### src/rtl/fft_job_arbiter_if.sv
// fft_job_arbiter_if: bundles the two DMA channel streams, the wrapper dma2buf/buf2dma port and status.
//   req0/1_*  : channel input words (valid/ready/data)
//   rsp0/1_*  : result words back to channels (valid/ready/data)
//   dma2buf_* : write strobe + data into the wrapper input FIFO
//   buf2dma_* : read strobe out, data back one cycle later
//   dev_ready, dev_busy : wrapper status
//   owner, active, err_timeout, frames_done : arbiter status
// master = arbiter side, slave = channels + wrapper side.
interface fft_job_arbiter_if;
  logic        req0_valid, req1_valid;
  logic [31:0] req0_data, req1_data;
  logic        req0_ready, req1_ready;
  logic        rsp0_valid, rsp1_valid;
  logic [31:0] rsp0_data, rsp1_data;
  logic        rsp0_ready, rsp1_ready;
  logic [31:0] dma2buf_data;
  logic        dma2buf_data_valid;
  logic        buf2dma_data_rd;
  logic [31:0] buf2dma_data;
  logic        dev_ready, dev_busy;
  logic        owner, active, err_timeout;
  logic [15:0] frames_done;
  modport master (
    input  req0_valid, req1_valid, req0_data, req1_data, rsp0_ready, rsp1_ready,
           buf2dma_data, dev_ready, dev_busy,
    output req0_ready, req1_ready, rsp0_valid, rsp1_valid, rsp0_data, rsp1_data,
           dma2buf_data, dma2buf_data_valid, buf2dma_data_rd,
           owner, active, err_timeout, frames_done
  );
  modport slave (
    output req0_valid, req1_valid, req0_data, req1_data, rsp0_ready, rsp1_ready,
           buf2dma_data, dev_ready, dev_busy,
    input  req0_ready, req1_ready, rsp0_valid, rsp1_valid, rsp0_data, rsp1_data,
           dma2buf_data, dma2buf_data_valid, buf2dma_data_rd,
           owner, active, err_timeout, frames_done
  );
endinterface

### src/rtl/fft_job_arbiter.sv
// fft_job_arbiter: round-robin frame arbiter sharing one FFT wrapper between two DMA channels.
//   clk   : rising-edge clock
//   rst_n : asynchronous active-low reset
//   bus   : fft_job_arbiter_if.master (channel streams, wrapper port, status)
module fft_job_arbiter #(
  parameter int FRAME_WORDS    = 32,
  parameter int TIMEOUT_CYCLES = 4096
) (
  input logic clk,
  input logic rst_n,
  fft_job_arbiter_if.master bus
);
  localparam logic [1:0] IDLE = 2'd0, LOAD = 2'd1, WAIT = 2'd2, DRAIN = 2'd3;
  localparam int CW = $clog2(FRAME_WORDS + 1);
  localparam int WW = $clog2(TIMEOUT_CYCLES + 1);
  logic [1:0]    state;
  logic          owner, last_owner;
  logic [CW-1:0] in_cnt, out_cnt, rd_cnt;
  logic [WW-1:0] wait_cnt;
  logic          rd_pend, rsp_valid, err;
  logic [31:0]   rsp_data;
  logic [15:0]   frames_done;
  logic          own_valid, own_rsp_ready, beat, rd_go, hs, exit_wait, grant;
  logic [31:0]   own_data;
  always_comb begin
    own_valid     = owner ? bus.req1_valid : bus.req0_valid;
    own_data      = owner ? bus.req1_data : bus.req0_data;
    own_rsp_ready = owner ? bus.rsp1_ready : bus.rsp0_ready;
    beat          = state == LOAD && own_valid && bus.dev_ready && in_cnt < CW'(FRAME_WORDS);
    // single outstanding read; the response slot must be free or freeing this cycle
    rd_go         = state == DRAIN && !rd_pend && rd_cnt < CW'(FRAME_WORDS) && (!rsp_valid || own_rsp_ready);
    hs            = state == DRAIN && rsp_valid && own_rsp_ready;
    // output FIFO full: wrapper neither busy nor accepting input
    exit_wait     = !bus.dev_busy && !bus.dev_ready;
    grant         = (bus.req0_valid ^ bus.req1_valid) ? bus.req1_valid : !last_owner;
  end
  assign bus.req0_ready         = beat && !owner;
  assign bus.req1_ready         = beat && owner;
  assign bus.dma2buf_data_valid = beat;
  assign bus.dma2buf_data       = state == LOAD ? own_data : '0;
  assign bus.buf2dma_data_rd    = rd_go;
  assign bus.rsp0_valid         = rsp_valid && !owner;
  assign bus.rsp1_valid         = rsp_valid && owner;
  assign bus.rsp0_data          = rsp_data;
  assign bus.rsp1_data          = rsp_data;
  assign bus.owner              = owner;
  assign bus.active             = state != IDLE;
  assign bus.err_timeout        = err;
  assign bus.frames_done        = frames_done;
  always_ff @(posedge clk or negedge rst_n) begin
    if (!rst_n) begin
      state       <= IDLE;
      owner       <= 1'b0;
      last_owner  <= 1'b1;
      in_cnt      <= '0;
      out_cnt     <= '0;
      rd_cnt      <= '0;
      wait_cnt    <= '0;
      rd_pend     <= 1'b0;
      rsp_valid   <= 1'b0;
      rsp_data    <= '0;
      err         <= 1'b0;
      frames_done <= '0;
    end else begin
      err <= 1'b0;
      case (state)
        IDLE: if (bus.req0_valid || bus.req1_valid) begin
          owner  <= grant;
          in_cnt <= '0;
          state  <= LOAD;
        end
        LOAD: if (beat) begin
          in_cnt <= in_cnt + 1'b1;
          if (in_cnt == CW'(FRAME_WORDS - 1)) begin
            state    <= WAIT;
            wait_cnt <= '0;
          end
        end
        WAIT: begin
          // exit has priority over a coincident timeout
          if (exit_wait) begin
            state   <= DRAIN;
            rd_cnt  <= '0;
            out_cnt <= '0;
            rd_pend <= 1'b0;
          end else if (wait_cnt == WW'(TIMEOUT_CYCLES - 1)) begin
            err   <= 1'b1;
            state <= IDLE;
          end else begin
            wait_cnt <= wait_cnt + 1'b1;
          end
        end
        DRAIN: begin
          rd_pend <= rd_go;
          if (rd_go) rd_cnt <= rd_cnt + 1'b1;
          // wrapper data is valid the cycle after the read strobe
          if (rd_pend) begin
            rsp_data  <= bus.buf2dma_data;
            rsp_valid <= 1'b1;
          end else if (hs) begin
            rsp_valid <= 1'b0;
          end
          if (hs) begin
            out_cnt <= out_cnt + 1'b1;
            if (out_cnt == CW'(FRAME_WORDS - 1)) begin
              state       <= IDLE;
              last_owner  <= owner;
              frames_done <= frames_done + 1'b1;
            end
          end
        end
      endcase
    end
  end
endmodule

### src/flat_wrapper.sv
// flat-port wrapper written by rule: the top's interface ports become plain ports
module fft_job_arbiter_flat 
#(
  parameter int FRAME_WORDS    = 32,
  parameter int TIMEOUT_CYCLES = 4096
)
  (clk, rst_n, bus_req0_valid, bus_req1_valid, bus_req0_data, bus_req1_data, bus_rsp0_ready, bus_rsp1_ready, bus_buf2dma_data, bus_dev_ready, bus_dev_busy, bus_req0_ready, bus_req1_ready, bus_rsp0_valid, bus_rsp1_valid, bus_rsp0_data, bus_rsp1_data, bus_dma2buf_data, bus_dma2buf_data_valid, bus_buf2dma_data_rd, bus_owner, bus_active, bus_err_timeout, bus_frames_done);
  fft_job_arbiter_if bus_i ();
  input logic clk;
  input logic rst_n;
  input wire logic [$bits(bus_i.req0_valid)-1:0] bus_req0_valid;
  input wire logic [$bits(bus_i.req1_valid)-1:0] bus_req1_valid;
  input wire logic [$bits(bus_i.req0_data)-1:0] bus_req0_data;
  input wire logic [$bits(bus_i.req1_data)-1:0] bus_req1_data;
  input wire logic [$bits(bus_i.rsp0_ready)-1:0] bus_rsp0_ready;
  input wire logic [$bits(bus_i.rsp1_ready)-1:0] bus_rsp1_ready;
  input wire logic [$bits(bus_i.buf2dma_data)-1:0] bus_buf2dma_data;
  input wire logic [$bits(bus_i.dev_ready)-1:0] bus_dev_ready;
  input wire logic [$bits(bus_i.dev_busy)-1:0] bus_dev_busy;
  output wire logic [$bits(bus_i.req0_ready)-1:0] bus_req0_ready;
  output wire logic [$bits(bus_i.req1_ready)-1:0] bus_req1_ready;
  output wire logic [$bits(bus_i.rsp0_valid)-1:0] bus_rsp0_valid;
  output wire logic [$bits(bus_i.rsp1_valid)-1:0] bus_rsp1_valid;
  output wire logic [$bits(bus_i.rsp0_data)-1:0] bus_rsp0_data;
  output wire logic [$bits(bus_i.rsp1_data)-1:0] bus_rsp1_data;
  output wire logic [$bits(bus_i.dma2buf_data)-1:0] bus_dma2buf_data;
  output wire logic [$bits(bus_i.dma2buf_data_valid)-1:0] bus_dma2buf_data_valid;
  output wire logic [$bits(bus_i.buf2dma_data_rd)-1:0] bus_buf2dma_data_rd;
  output wire logic [$bits(bus_i.owner)-1:0] bus_owner;
  output wire logic [$bits(bus_i.active)-1:0] bus_active;
  output wire logic [$bits(bus_i.err_timeout)-1:0] bus_err_timeout;
  output wire logic [$bits(bus_i.frames_done)-1:0] bus_frames_done;
  assign bus_i.req0_valid = bus_req0_valid;
  assign bus_i.req1_valid = bus_req1_valid;
  assign bus_i.req0_data = bus_req0_data;
  assign bus_i.req1_data = bus_req1_data;
  assign bus_i.rsp0_ready = bus_rsp0_ready;
  assign bus_i.rsp1_ready = bus_rsp1_ready;
  assign bus_i.buf2dma_data = bus_buf2dma_data;
  assign bus_i.dev_ready = bus_dev_ready;
  assign bus_i.dev_busy = bus_dev_busy;
  assign bus_req0_ready = bus_i.req0_ready;
  assign bus_req1_ready = bus_i.req1_ready;
  assign bus_rsp0_valid = bus_i.rsp0_valid;
  assign bus_rsp1_valid = bus_i.rsp1_valid;
  assign bus_rsp0_data = bus_i.rsp0_data;
  assign bus_rsp1_data = bus_i.rsp1_data;
  assign bus_dma2buf_data = bus_i.dma2buf_data;
  assign bus_dma2buf_data_valid = bus_i.dma2buf_data_valid;
  assign bus_buf2dma_data_rd = bus_i.buf2dma_data_rd;
  assign bus_owner = bus_i.owner;
  assign bus_active = bus_i.active;
  assign bus_err_timeout = bus_i.err_timeout;
  assign bus_frames_done = bus_i.frames_done;
  fft_job_arbiter #(.FRAME_WORDS(FRAME_WORDS), .TIMEOUT_CYCLES(TIMEOUT_CYCLES)) u_core (.clk(clk), .rst_n(rst_n), .bus(bus_i));
endmodule
### config.mk
export PLATFORM = sky130hd
export DESIGN_NAME = fft_job_arbiter_flat
export DESIGN_NICKNAME = d
export VERILOG_FILES = /design/src/rtl/fft_job_arbiter_if.sv /design/src/rtl/fft_job_arbiter.sv /design/src/flat_wrapper.sv
export SDC_FILE = /design/constraint.sdc
export NUM_CORES = 1
export LEC_CHECK = 0
export ABC_CLOCK_PERIOD_IN_PS = 5300
export BUFFER_PORTS_ARGS = -buffer_cell sky130_fd_sc_hd__buf_2
export CORE_MARGIN = 2
export CORE_UTILIZATION = 35
export CTS_BUF_LIST = sky130_fd_sc_hd__clkbuf_2 sky130_fd_sc_hd__clkbuf_4 sky130_fd_sc_hd__clkbuf_8
export DETAILED_ROUTE_END_ITERATION = 10
export SLEW_MARGIN = 5
export SYNTH_ARGS = -nofsm -noshare
export SYNTH_HDL_FRONTEND = slang
export SYNTH_SLANG_ARGS = --single-unit
export TNS_END_PERCENT = 5
### constraint.sdc
create_clock -name clk -period 5.3 [get_ports clk]
set_input_delay 1.06 -clock clk [delete_from_list [all_inputs] [get_ports clk]]
set_output_delay 1.06 -clock clk [all_outputs]
set_load 0.02 [all_outputs]
After elaboration in Yosys (flattened, before gate mapping)
Index checks and enable logic that the tools add are counted.
{ "classes": {"add_sub_neg": 5, "n_mul": 0, "n_div": 0, "order_cmp": 2, "eq_ne": 16, "n_shift": 0, "mux": 33, "bitwise": 1, "reduce_logical": 37} }
{ "op_table": {"columns": ["op", "count"], "rows": [
  ["$mux 32", 2],
  ["$mux 13", 4],
  ["$pmux 6 s2", 3],
  ["$mux 6", 5],
  ["$pmux 13 s2", 1],
  ["$add 6x1->6 const B", 3],
  ["$add 16x1->16 const B", 1],
  ["$mux 2", 7],
  ["$add 13x1->13 const B", 1],
  ["$eq 13x12->1 const B", 1],
  ["$logic_and 1x1->1", 13],
  ["$eq 6x5->1 const B", 2],
  ["$lt 6x6->1 const B", 2],
  ["$reduce_and 3->1", 4],
  ["$ne 2x2->1 const B", 5],
  ["$reduce_bool 2->1", 5],
  ["$mux 1", 9],
  ["$ne 2x1->1 const B", 4],
  ["$pmux 2 s4", 1],
  ["$reduce_and 2->1", 4],
  ["$logic_not 1->1", 6],
  ["$reduce_and 6->1", 1],
  ["$reduce_and 5->1", 1],
  ["$eq 2x2->1 const B", 2],
  ["other kinds (6)", 7]
]} }
{ "totals": {"regBits": 86, "latch_bits": 0, "ram_bits": 0, "mem_bits_ro": 0, "in_bits": 104, "out_inout_bits": 121, "elab_cells": 106, "memories": 0} }

Depth between registers and ports, before layout
Gate-level depths: netlist (run 1).
{ "depth": {"depth_word": 6, "ltp_mapped": 6, "mapped_depth_nobuf": 5} }

Worst setup path after synthesis (run 1)
OpenSTA, ideal clock, no wires.
{ "synth_path": {"path_kind": "input to output", "from": "input port bus_rsp1_ready", "to": "output port bus_buf2dma_data_rd", "t_arrival_ps": 1855, "t_required_ps": 4240, "path_slack_ps": 2385, "cell_stages": 3, "n_path_buf": 1, "path_cell_list": "mux2i_1 -> buf_2 -> a21oi_1"} }
{ "synth_via": {"elab_chain_len": 3} }
{ "synth_lines": {"columns": ["element", "line_no", "text"], "rows": [
  ["start: declaration", "flat_wrapper.sv:16", "input wire logic [$bits(bus_i.rsp1_ready)-1:0] bus_rsp1_ready;"],
  ["$mux 1", "fft_job_arbiter.sv:28", "own_rsp_ready = owner ? bus.rsp1_ready : bus.rsp0_ready;"],
  ["$logic_or 1x1->1", "fft_job_arbiter.sv:31", "rd_go = state == DRAIN && !rd_pend && rd_cnt < CW'(FRAME_WORDS) && (!rsp_valid || own_rsp_ready);"],
  ["$logic_and 1x1->1", "fft_job_arbiter.sv:31", null],
  ["end: declaration", "flat_wrapper.sv:28", "output wire logic [$bits(bus_i.buf2dma_data_rd)-1:0] bus_buf2dma_data_rd;"]
]} }
No other way between the ends.

Worst setup path in the final report (run 1)
{ "layout_path": {"from": "register u_core.state[1]", "to": "output port bus_dma2buf_data[26]"} }
{ "layout_via": {"elab_chain_len": 2} }
{ "layout_lines": {"columns": ["element", "line_no", "text"], "rows": [
  ["start: declaration", "fft_job_arbiter.sv:16", "logic [1:0] state;"],
  ["start signal: assignment", "fft_job_arbiter.sv:52", "state <= IDLE;"],
  ["start signal: assignment", "fft_job_arbiter.sv:70", "state <= LOAD;"],
  ["start signal: assignment", "fft_job_arbiter.sv:75", "state <= WAIT;"],
  ["$eq 2x1->1", "fft_job_arbiter.sv:40", "assign bus.dma2buf_data = state == LOAD ? own_data : '0;"],
  ["$mux 32", "fft_job_arbiter.sv:40", null],
  ["end: declaration", "flat_wrapper.sv:26", "output wire logic [$bits(bus_i.dma2buf_data)-1:0] bus_dma2buf_data;"]
]} }
No other way between the ends.

==> out/summary.log, run 1 <==
INFO  run_status     outcome=finished, final reports clean
INFO  cells_and_area fin_nets=751
INFO  yosys          syn_avg_cell_area=10.49squm
INFO  yosys          syn-num-nets=564
INFO  drt            drt_pass1_iterations=4
INFO  floorplanning  io_pins=225
INFO  setup_path     path_cells=inv_1, nand2_1, nor2_1, buf_2
INFO  power          totalPowerFinal=3.283mW
INFO  timing         unrepaired_setup_endpoints_after_global_routing=no
INFO  setup_path     cp-end-kind=output port
INFO  timing         setup_total_negative_slack=0ps
INFO  grt            grt_pass1_vias=3849
INFO  setup_path     regToRegEndpoint=u_core.wait_cnt[7]$_DFFE_PN0P_
INFO  timing         finalHoldViolations=0
INFO  drt            wl_per_cell=13.78microns
INFO  yosys          post-synth-top-area-fraction=44.67%
INFO  floorplanning  die_outline_width=120.6microns
INFO  setup_path     path_buf_inv=2
INFO  yosys          synth_flop_cell=sky130_fd_sc_hd__dfrtp_1
INFO  setup_path     crit_path_top_delay_cell=sky130_fd_sc_hd__nand2_1
INFO  yosys          post_synthesis_cell_count=454
INFO  grt            largest_net_degree_at_the_start_of_global_routing=87
INFO  timing         final_period_minus_worst_setup_slack=3365ps
INFO  min_path       min_path_cells=1
INFO  clock_tree     clk_pin_slew=90ps
INFO  setup_path     crit_path_max_fanout=34
INFO  clock_tree     cts_inserted_buffers=9
INFO  yosys          synth-warning-count=0
INFO  timing         worst_pin_slew=1057ps
INFO  power          ir_drop_worst_case_vdd=0.0002094V
INFO  setup_path     crit_type=flip-flop to output port
INFO  yosys          mappedNetlistArea=0.004762sqmm
INFO  yosys          synth_top_cell_by_area=sky130_fd_sc_hd__dfrtp_1
INFO  placement      gp_routability_congestion=0.8548
INFO  clock_tree     number_of_clock_sinks=86
INFO  drt            initial_detailed_routing_violation_count=247
INFO  clock_tree     postCtsSetupBuffers=0
INFO  flow_run       drv.max_cap_violation_count=0
INFO  timing         timing.final.max_slew_violations=0
INFO  cells_and_area final_antenna_diode_count=0
INFO  power          switching_share=46.54%
INFO  power          leakagePower=3.020nW
INFO  power          power.density=549.0mW/mm^2
INFO  yosys          postSynthRegisterBits=86
INFO  timing         maxClockFrequency=0.2971GHz
INFO  power          pwr-share-comb=53.4%
INFO  cells_and_area final_cell_mix=sky130_fd_sc_hd__buf_2, sky130_fd_sc_hd__dfrtp_1, sky130_fd_sc_hd__nor2_1
INFO  cells_and_area final_layout_size_suffix_gt1_share=45.05%
INFO  power          clock_power_share=12.8%
INFO  setup_path     worstRegToRegCells=4
INFO  drt            vias_per_cell=4.959
INFO  setup_path     worst_path_largest_cell_delay=780ps
INFO  setup_path     timing.critical_path.arrival=2310ps
INFO  placement      dpl_cell_area=0.005801sqmm
INFO  floorplanning  rows=42
INFO  yosys          number_of_flops_mapped_to_enable_cells_by_yosys=0
INFO  placement      port_buffers=224
INFO  drt            routed_wl=11330microns
INFO  clock_tree     hold_buffer_count_at_cts=0
INFO  grt            grtUsageTotal=15.36%
INFO  setup_path     ff2ff_setup_slack=2600ps
INFO  timing         worst_slew_margin_rel=29.55%
INFO  power          switching_power=1.528mW
INFO  floorplanning  initial_utilization=35.96%
INFO  min_path       worstHoldStart=u_core.bus.frames_done[15]$_DFFE_PN0P_
INFO  min_path       worst_hold_path.endpoint=u_core.bus.frames_done[15]$_DFFE_PN0P_
INFO  yosys          synth_area_leaders=sky130_fd_sc_hd__dfrtp_1, sky130_fd_sc_hd__mux2_2, sky130_fd_sc_hd__mux2i_1, sky130_fd_sc_hd__buf_4, sky130_fd_sc_hd__nor2_1
INFO  min_path       worst_hold_path_type=flip-flop to flip-flop
INFO  power          seqPwrFrac=33.8%
INFO  grt            grt_antenna_before_repair=0
INFO  drt            detail_route.drc_violations=0
INFO  power          power.internal=1.755mW
INFO  floorplanning  die_y=120.6microns
INFO  clock_tree     cts.htree.levels=3
INFO  drt            postRouteAntennaNets=0
INFO  yosys          seq_area_frac_synth=45.22%
INFO  setup_path     crit_required=4240ps
INFO  timing         finalClockSkew=9.387ps
INFO  grt            grt_overflow=0
INFO  floorplanning  floorplan.die_area=0.01456sqmm
INFO  cells_and_area area_growth_syn_to_layout=25.56%
INFO  clock_tree     clock_tree_from_tritoncts=done
INFO  clock_tree     max-clock-path-buffers=2
INFO  cells_and_area finalCoreUtilization=45.15%
INFO  cells_and_area final.fill_count=1293
INFO  yosys          synthDistinctLibCells=58
INFO  placement      hpwl=8495microns
INFO  grt            wire_length_of_the_first_global_routing_pass=18210microns
INFO  setup_path     reg2reg_from=u_core.state[1]$_DFFE_PN0P_
INFO  timing         setup-violations-final=0
INFO  clock_tree     ctsResizeCount=0
INFO  yosys          synth_async_sr_flop_share=100.0%
INFO  floorplanning  core_area=0.01324sqmm
INFO  clock_tree     worstSkewPairLatency=360ps
INFO  setup_path     crit_family=simple AND/OR/NAND/NOR gates
INFO  timing         fin_crit_sh=63.50%
INFO  setup_path     start_kind=flip-flop
INFO  drt            vias=4076
INFO  cells_and_area layout.cells.most_common=sky130_fd_sc_hd__buf_2
INFO  clock_tree     clock_tree.root_cell=sky130_fd_sc_hd__clkbuf_8
INFO  cells_and_area finalInstanceArea=0.005979sqmm
flip-flops by register name (all words and copies together), names as in the netlist:
signal,cells
u_core.bus.rsp0_data,32
u_core.rsp_valid,1
u_core.rd_pend,1
u_core.bus.owner,1
u_core.in_cnt,6
u_core.state,2
u_core.out_cnt,6
u_core.bus.frames_done,16
u_core.bus.err_timeout,1
u_core.last_owner,1
u_core.rd_cnt,6
u_core.wait_cnt,13
synth_stat cells, drive strengths merged (8+ instances only):
cell type,instances
buf,41
nor2,51
nand2,25
mux2,37
o21ai,11
nand4,9
mux2i,38
clkbuf,10
inv,12
dfrtp,85
nor3,8
xnor2,18
nand3,21
a31oi,11
metrics by stage:
| stage | hold slack, ps | cells | worst slack (ps) |
|---|---|---|---|
| floorplan | 446.1 | 454 | 2385 |
| global placement | 465.6 | 806 | 2217 |
| detailed placement | 486.3 | 806 | 2220 |
| CTS | 499.3 | 822 | 1912 |
| global route | 513.8 | 822 | 1673 |
| finish | 491.5 | 822 | 1935 |
power by group through the flow:
stage / Clock, mW / Sequential (mW) / Combinational [mW]
after CTS: 0.439 / 1.11 / 1.77
after global routing: 0.468 / 1.15 / 1.90
after global placement: 0 / 1.11 / 1.75
final: 0.421 / 1.11 / 1.75
after floorplan: 0 / 1.24 / 1.25
after detailed placement: 0 / 1.12 / 1.77
worst max-delay path by stage:
stage,from,endpoint,slack (ps),cells past startpoint
floorplan,bus_rsp1_ready,bus_buf2dma_data_rd,2380,3
global placement,bus_rsp1_ready,bus_buf2dma_data_rd,2220,5
detailed placement,bus_rsp0_ready,bus_buf2dma_data_rd,2220,5
CTS,u_core.state[1]$_DFFE_PN0P_,bus_dma2buf_data[26],1910,4
global route,u_core.state[1]$_DFFE_PN0P_,bus_dma2buf_data[26],1670,4
finish,u_core.state[1]$_DFFE_PN0P_,bus_dma2buf_data[26],1930,4
layout make-up:
type	instances	area, sq um	area share [%]
Multi-Input combinational cell	305	2235	37.37
Sequential cell	86	2155	36.03
Timing Repair Buffer	227	1146	19.17
Tap cell	176	220.2	3.683
Clock buffer	10	131.4	2.197
Clock inverter	6	47.55	0.7951
Inverter	12	45.04	0.7533
cell families after synthesis:
logic type                 share of synthesized area [%]
DFF                                                45.22
buffers and inverters                              7.856
and+or+nand+nor                                    16.63
AOI/OAI and AO/OA                                  8.303
xor gates and xnor gates                           3.678
adders and majority gates                          1.576
muxes                                              16.74
metal layers:
metal	global-route usage, %	vias to the layer above	routed length [microns]
li1	-	1971	-
met1	19.44	1923	4845
met2	25.39	159	5427
met3	3.396	23	776
met4	6.323	0	276
met5	0	-	0
(Power assumes the default switching activity.)
==> inputs of run 2 (changes only) <==
--- a/config.mk
+++ b/config.mk
@@ -5,7 +5,8 @@
 export SDC_FILE = /design/constraint.sdc
 export NUM_CORES = 1
 export LEC_CHECK = 0
-export ABC_CLOCK_PERIOD_IN_PS = 5300
+export ABC_AREA = 1
+export ABC_CLOCK_PERIOD_IN_PS = 3300
 export BUFFER_PORTS_ARGS = -buffer_cell sky130_fd_sc_hd__buf_2
 export CORE_MARGIN = 2
 export CORE_UTILIZATION = 35
==> constraint.sdc (replaced) <==
create_clock -name clk -period 3.3 [get_ports clk]
set_input_delay 0.66 -clock clk [delete_from_list [all_inputs] [get_ports clk]]
set_output_delay 0.66 -clock clk [all_outputs]
set_load 0.02 [all_outputs]
==> run 2 against run 1 <==
Worst setup slack lost 1300 ps. Via count grew 13%. Worst hold slack lost 210 ps. Core utilization grew 0.11 points. First-iteration DRC count shrank 33%. Final area grew 5.5%. Final cell count grew 21%. Clock power grew 100%. Sequential power grew 43%. Clock skew shrank 0.52 ps. Non-clock buffer count is the same. Clock-buffer cell count grew 1.
==> out/summary.log, run 2 <==
INFO  run_status     outcome=finished, final reports clean
INFO  yosys          netlist_top_cells_count=sky130_fd_sc_hd__nand2_1, sky130_fd_sc_hd__dfrtp_1, sky130_fd_sc_hd__inv_1, sky130_fd_sc_hd__nor2_1, sky130_fd_sc_hd__a21oi_1
INFO  floorplanning  initial_utilization=36.02% [+0.064 points]
INFO  yosys          postSynthRegisterBits=86 [unchanged]
INFO  drt            postRouteAntennaNets=0 [unchanged]
INFO  clock_tree     cts.htree.levels=3 [unchanged]
INFO  floorplanning  die_y=123.8microns [+2.6%]
INFO  setup_path     cp-endpoint=bus_req1_ready
INFO  timing         timing.final.max_slew_violations=0 [unchanged]
INFO  power          leakagePower=3.421nW [+13%]
INFO  setup_path     cp-end-kind=output port
INFO  clock_tree     ctsResizeCount=0 [unchanged]
INFO  setup_path     ff2ff_setup_slack=1200ps [-1400 ps]
INFO  clock_tree     clk_pin_slew=90ps [about the same]
INFO  yosys          synth_area_leaders=sky130_fd_sc_hd__dfrtp_1, sky130_fd_sc_hd__nand2_1, sky130_fd_sc_hd__mux2_2, sky130_fd_sc_hd__buf_4, sky130_fd_sc_hd__a21oi_1
INFO  timing         final_period_minus_worst_setup_slack=2668ps
INFO  setup_path     worst_path_largest_cell_delay=460ps [-320 ps]
INFO  grt            wire_length_of_the_first_global_routing_pass=20300microns [+11%]
INFO  drt            vias=4594 [+13%]
INFO  timing         finalClockSkew=8.867ps [-0.5196 ps]
INFO  cells_and_area area_growth_syn_to_layout=25.65% [about the same]
INFO  timing         finalHoldViolations=0 [unchanged]
INFO  placement      hpwl=9961microns [+17%]
INFO  grt            grt_pass1_vias=4301 [+12%]
INFO  cells_and_area fin_nets=920 [+23%]
INFO  yosys          synthDistinctLibCells=39 [-33%]
INFO  yosys          synth-warning-count=0 [unchanged]
INFO  drt            detail_route.drc_violations=0 [unchanged]
INFO  drt            initial_detailed_routing_violation_count=166 [-33%]
INFO  setup_path     worstRegToRegCells=10 [+6]
INFO  grt            grtUsageTotal=16.99% [+1.6 points]
INFO  timing         worst_slew_margin_rel=48.53% [+19 points]
INFO  timing         fin_crit_sh=80.86%
INFO  floorplanning  floorplan.die_area=0.01532sqmm [+5.2%]
INFO  power          ir_drop_worst_case_vdd=0.0003446V [+65%]
INFO  cells_and_area final-seq-area=0.002153sqmm [about the same]
INFO  clock_tree     max-clock-path-buffers=2 [unchanged]
INFO  setup_path     regToRegEndpoint=u_core.state[0]$_DFFE_PN0P_
INFO  setup_path     crit_type=flip-flop to output port
INFO  clock_tree     clock_tree.root_cell=sky130_fd_sc_hd__clkbuf_8
INFO  yosys          synth_most_common_cell=sky130_fd_sc_hd__nand2_1
INFO  min_path       worst_hold_path_type=input port to asynchronous set/reset pin
INFO  yosys          number_of_flops_mapped_to_enable_cells_by_yosys=0 [unchanged]
INFO  floorplanning  rows=43 [+2.4%]
INFO  floorplanning  die_outline_width=123.8microns [+2.6%]
INFO  timing         maxClockFrequency=0.3748GHz
INFO  cells_and_area multi_input_comb_area=0.002357sqmm [+5.5%]
INFO  clock_tree     clock_tree_from_tritoncts=done
INFO  setup_path     timing.critical_path.arrival=2010ps [-300 ps]
INFO  yosys          synth_top_cell_by_area=sky130_fd_sc_hd__dfrtp_1
INFO  setup_path     crit_family=simple AND/OR/NAND/NOR gates
INFO  drt            wl_per_cell=12.74microns [-7.5%]
INFO  cells_and_area final_antenna_diode_count=0 [unchanged]
INFO  clock_tree     cts_inserted_buffers=9 [unchanged]
INFO  timing         worst_pin_slew=769.4ps [-287.4 ps]
INFO  setup_path     timing.critical_path.mode_cell=sky130_fd_sc_hd__nand2_2
INFO  cells_and_area largest_register_ffs=32 [unchanged]
INFO  timing         setup_total_negative_slack=0ps [unchanged]
INFO  cells_and_area layout.cells.most_common=sky130_fd_sc_hd__buf_2
INFO  setup_path     path_cells=inv_2, nand2_2, nor2_2, nand2_2, nor2_1, buf_2
INFO  setup_path     reg2reg_from=u_core.state[1]$_DFFE_PN0P_
INFO  cells_and_area final_layout_size_suffix_gt1_share=39.39% [-5.7 points]
INFO  floorplanning  io_pins=225 [unchanged]
INFO  setup_path     crit_required=2640ps [-1600 ps]
INFO  cells_and_area final_cell_mix=sky130_fd_sc_hd__buf_2, sky130_fd_sc_hd__nand2_1, sky130_fd_sc_hd__dfrtp_1
INFO  yosys          synth_async_sr_flop_share=100.0% [unchanged]
INFO  grt            grt_overflow=0 [unchanged]
INFO  yosys          syn_avg_cell_area=8.096squm [-23%]
INFO  clock_tree     hold_buffer_count_at_cts=0 [unchanged]
INFO  grt            grt_antenna_before_repair=0 [unchanged]
INFO  setup_path     crit_path_max_fanout=40 [+18%]
INFO  setup_path     cp.depth=6 [+2]
INFO  floorplanning  core_area=0.01393sqmm [+5.2%]
INFO  cells_and_area final.fill_count=1409 [+9.0%]
INFO  power          totalPowerFinal=4.989mW [+52%]
INFO  placement      port_buffers=224 [unchanged]
INFO  setup_path     path_buf_inv=2 [unchanged]
INFO  drt            drt_pass1_iterations=4 [unchanged]
INFO  setup_path     crit_path_top_delay_cell=sky130_fd_sc_hd__dfrtp_1
INFO  setup_path     timing.critical_path.from=u_core.state[1]$_DFFE_PN0P_
INFO  clock_tree     worstSkewPairLatency=350ps [about the same]
INFO  clock_tree     number_of_clock_sinks=86 [unchanged]
INFO  yosys          seq_area_frac_synth=42.90% [-2.3 points]
INFO  yosys          mappedNetlistArea=0.005020sqmm [+5.4%]
INFO  drt            routed_wl=12680microns [+12%]
INFO  flow_run       drv.max_cap_violation_count=0 [unchanged]
INFO  yosys          post_synthesis_cell_count=620 [+37%]
INFO  placement      gp_routability_congestion=0.8553 [about the same]
INFO  drt            vias_per_cell=4.617 [-6.9%]
INFO  setup_path     start_kind=flip-flop
INFO  timing         unrepaired_setup_endpoints_after_global_routing=no
INFO  yosys          syn-num-nets=730 [+29%]
INFO  yosys          synth_flop_cell=sky130_fd_sc_hd__dfrtp_1
INFO  clock_tree     postCtsSetupBuffers=0 [unchanged]
INFO  grt            largest_net_degree_at_the_start_of_global_routing=48 [-45%]
INFO  yosys          post-synth-top-area-fraction=42.37% [-2.3 points]
INFO  timing         setup-violations-final=0 [unchanged]
INFO  power          power.density=790.9mW/mm^2 [+44%]
[run 2: area by class of cell]
cell class | count | share of cell area, %
Clock buffer | 11 | 2.400
Clock inverter | 5 | 1.289
Inverter | 48 | 2.857
Multi-Input combinational cell | 438 | 37.37
Sequential cell | 86 | 34.14
Tap cell | 180 | 3.571
Timing Repair Buffer | 227 | 18.37
[run 2: stage by stage]
step / worst slack [ps] / area (sq um) / hold WS (ps) / instances / utilization (%)
3_3_place_gp: 991.5 / 6075 / 464.0 / 979 / 43.59
6_report: 631.7 / 6307 / 281.8 / 995 / 45.26
5_1_grt: 444.9 / 6307 / 307.3 / 995 / 45.26
4_1_cts: 573.5 / 6307 / 286.4 / 995 / 45.26
3_5_place_dp: 980.1 / 6075 / 467.4 / 979 / 43.59
2_1_floorplan: 1227 / 5020 / 364.4 / 620 / -
[run 2: report_power, final]
group	switching [mW]	leakage (nW)	internal, mW
logic	1.69	2.23	0.859
clock network	0.378	0.116	0.468
registers	0.239	1.07	1.36
total	2.31	3.42	2.68
[run 2: per-layer routing]
metal | up-vias | track usage [%] | part of all wire [%]
met2 | 177 | 30.29 | 50
li1 | 2323 | - | -
met5 | - | 0 | 0
met4 | 0 | 6.179 | 2.2
met3 | 13 | 3.159 | 6.3
met1 | 2081 | 20.35 | 41
[run 2: cell families (layout without fill, tap and decap cells)]
kind of cell | count (synthesis) | in the layout | synth area share (%)
simple gates | 317 | 317 | 28.14
compound gates | 64 | 64 | 6.830
fa+ha+maj | 6 | 6 | 1.495
mux | 32 | 32 | 7.179
xor+xnor | 19 | 19 | 3.315
buf+inv | 96 | 291 | 10.14
flops | 86 | 86 | 42.90
[run 2: how the worst min path moves through the flow]
stage                                                   to  cells after the start                     startpoint  slack (ps)
after floorplan           u_core.bus.err_timeout$_DFF_PN0_                      0                          rst_n         360
after global placement       u_core.out_cnt[5]$_DFFE_PN0P_                      2  u_core.out_cnt[5]$_DFFE_PN0P_         460
after detailed placement     u_core.out_cnt[5]$_DFFE_PN0P_                      2  u_core.out_cnt[5]$_DFFE_PN0P_         470
after CTS                     u_core.in_cnt[1]$_DFFE_PN0P_                      1                          rst_n         290
after global routing          u_core.in_cnt[0]$_DFFE_PN0P_                      1                          rst_n         310
final                         u_core.in_cnt[1]$_DFFE_PN0P_                      1                          rst_n         280
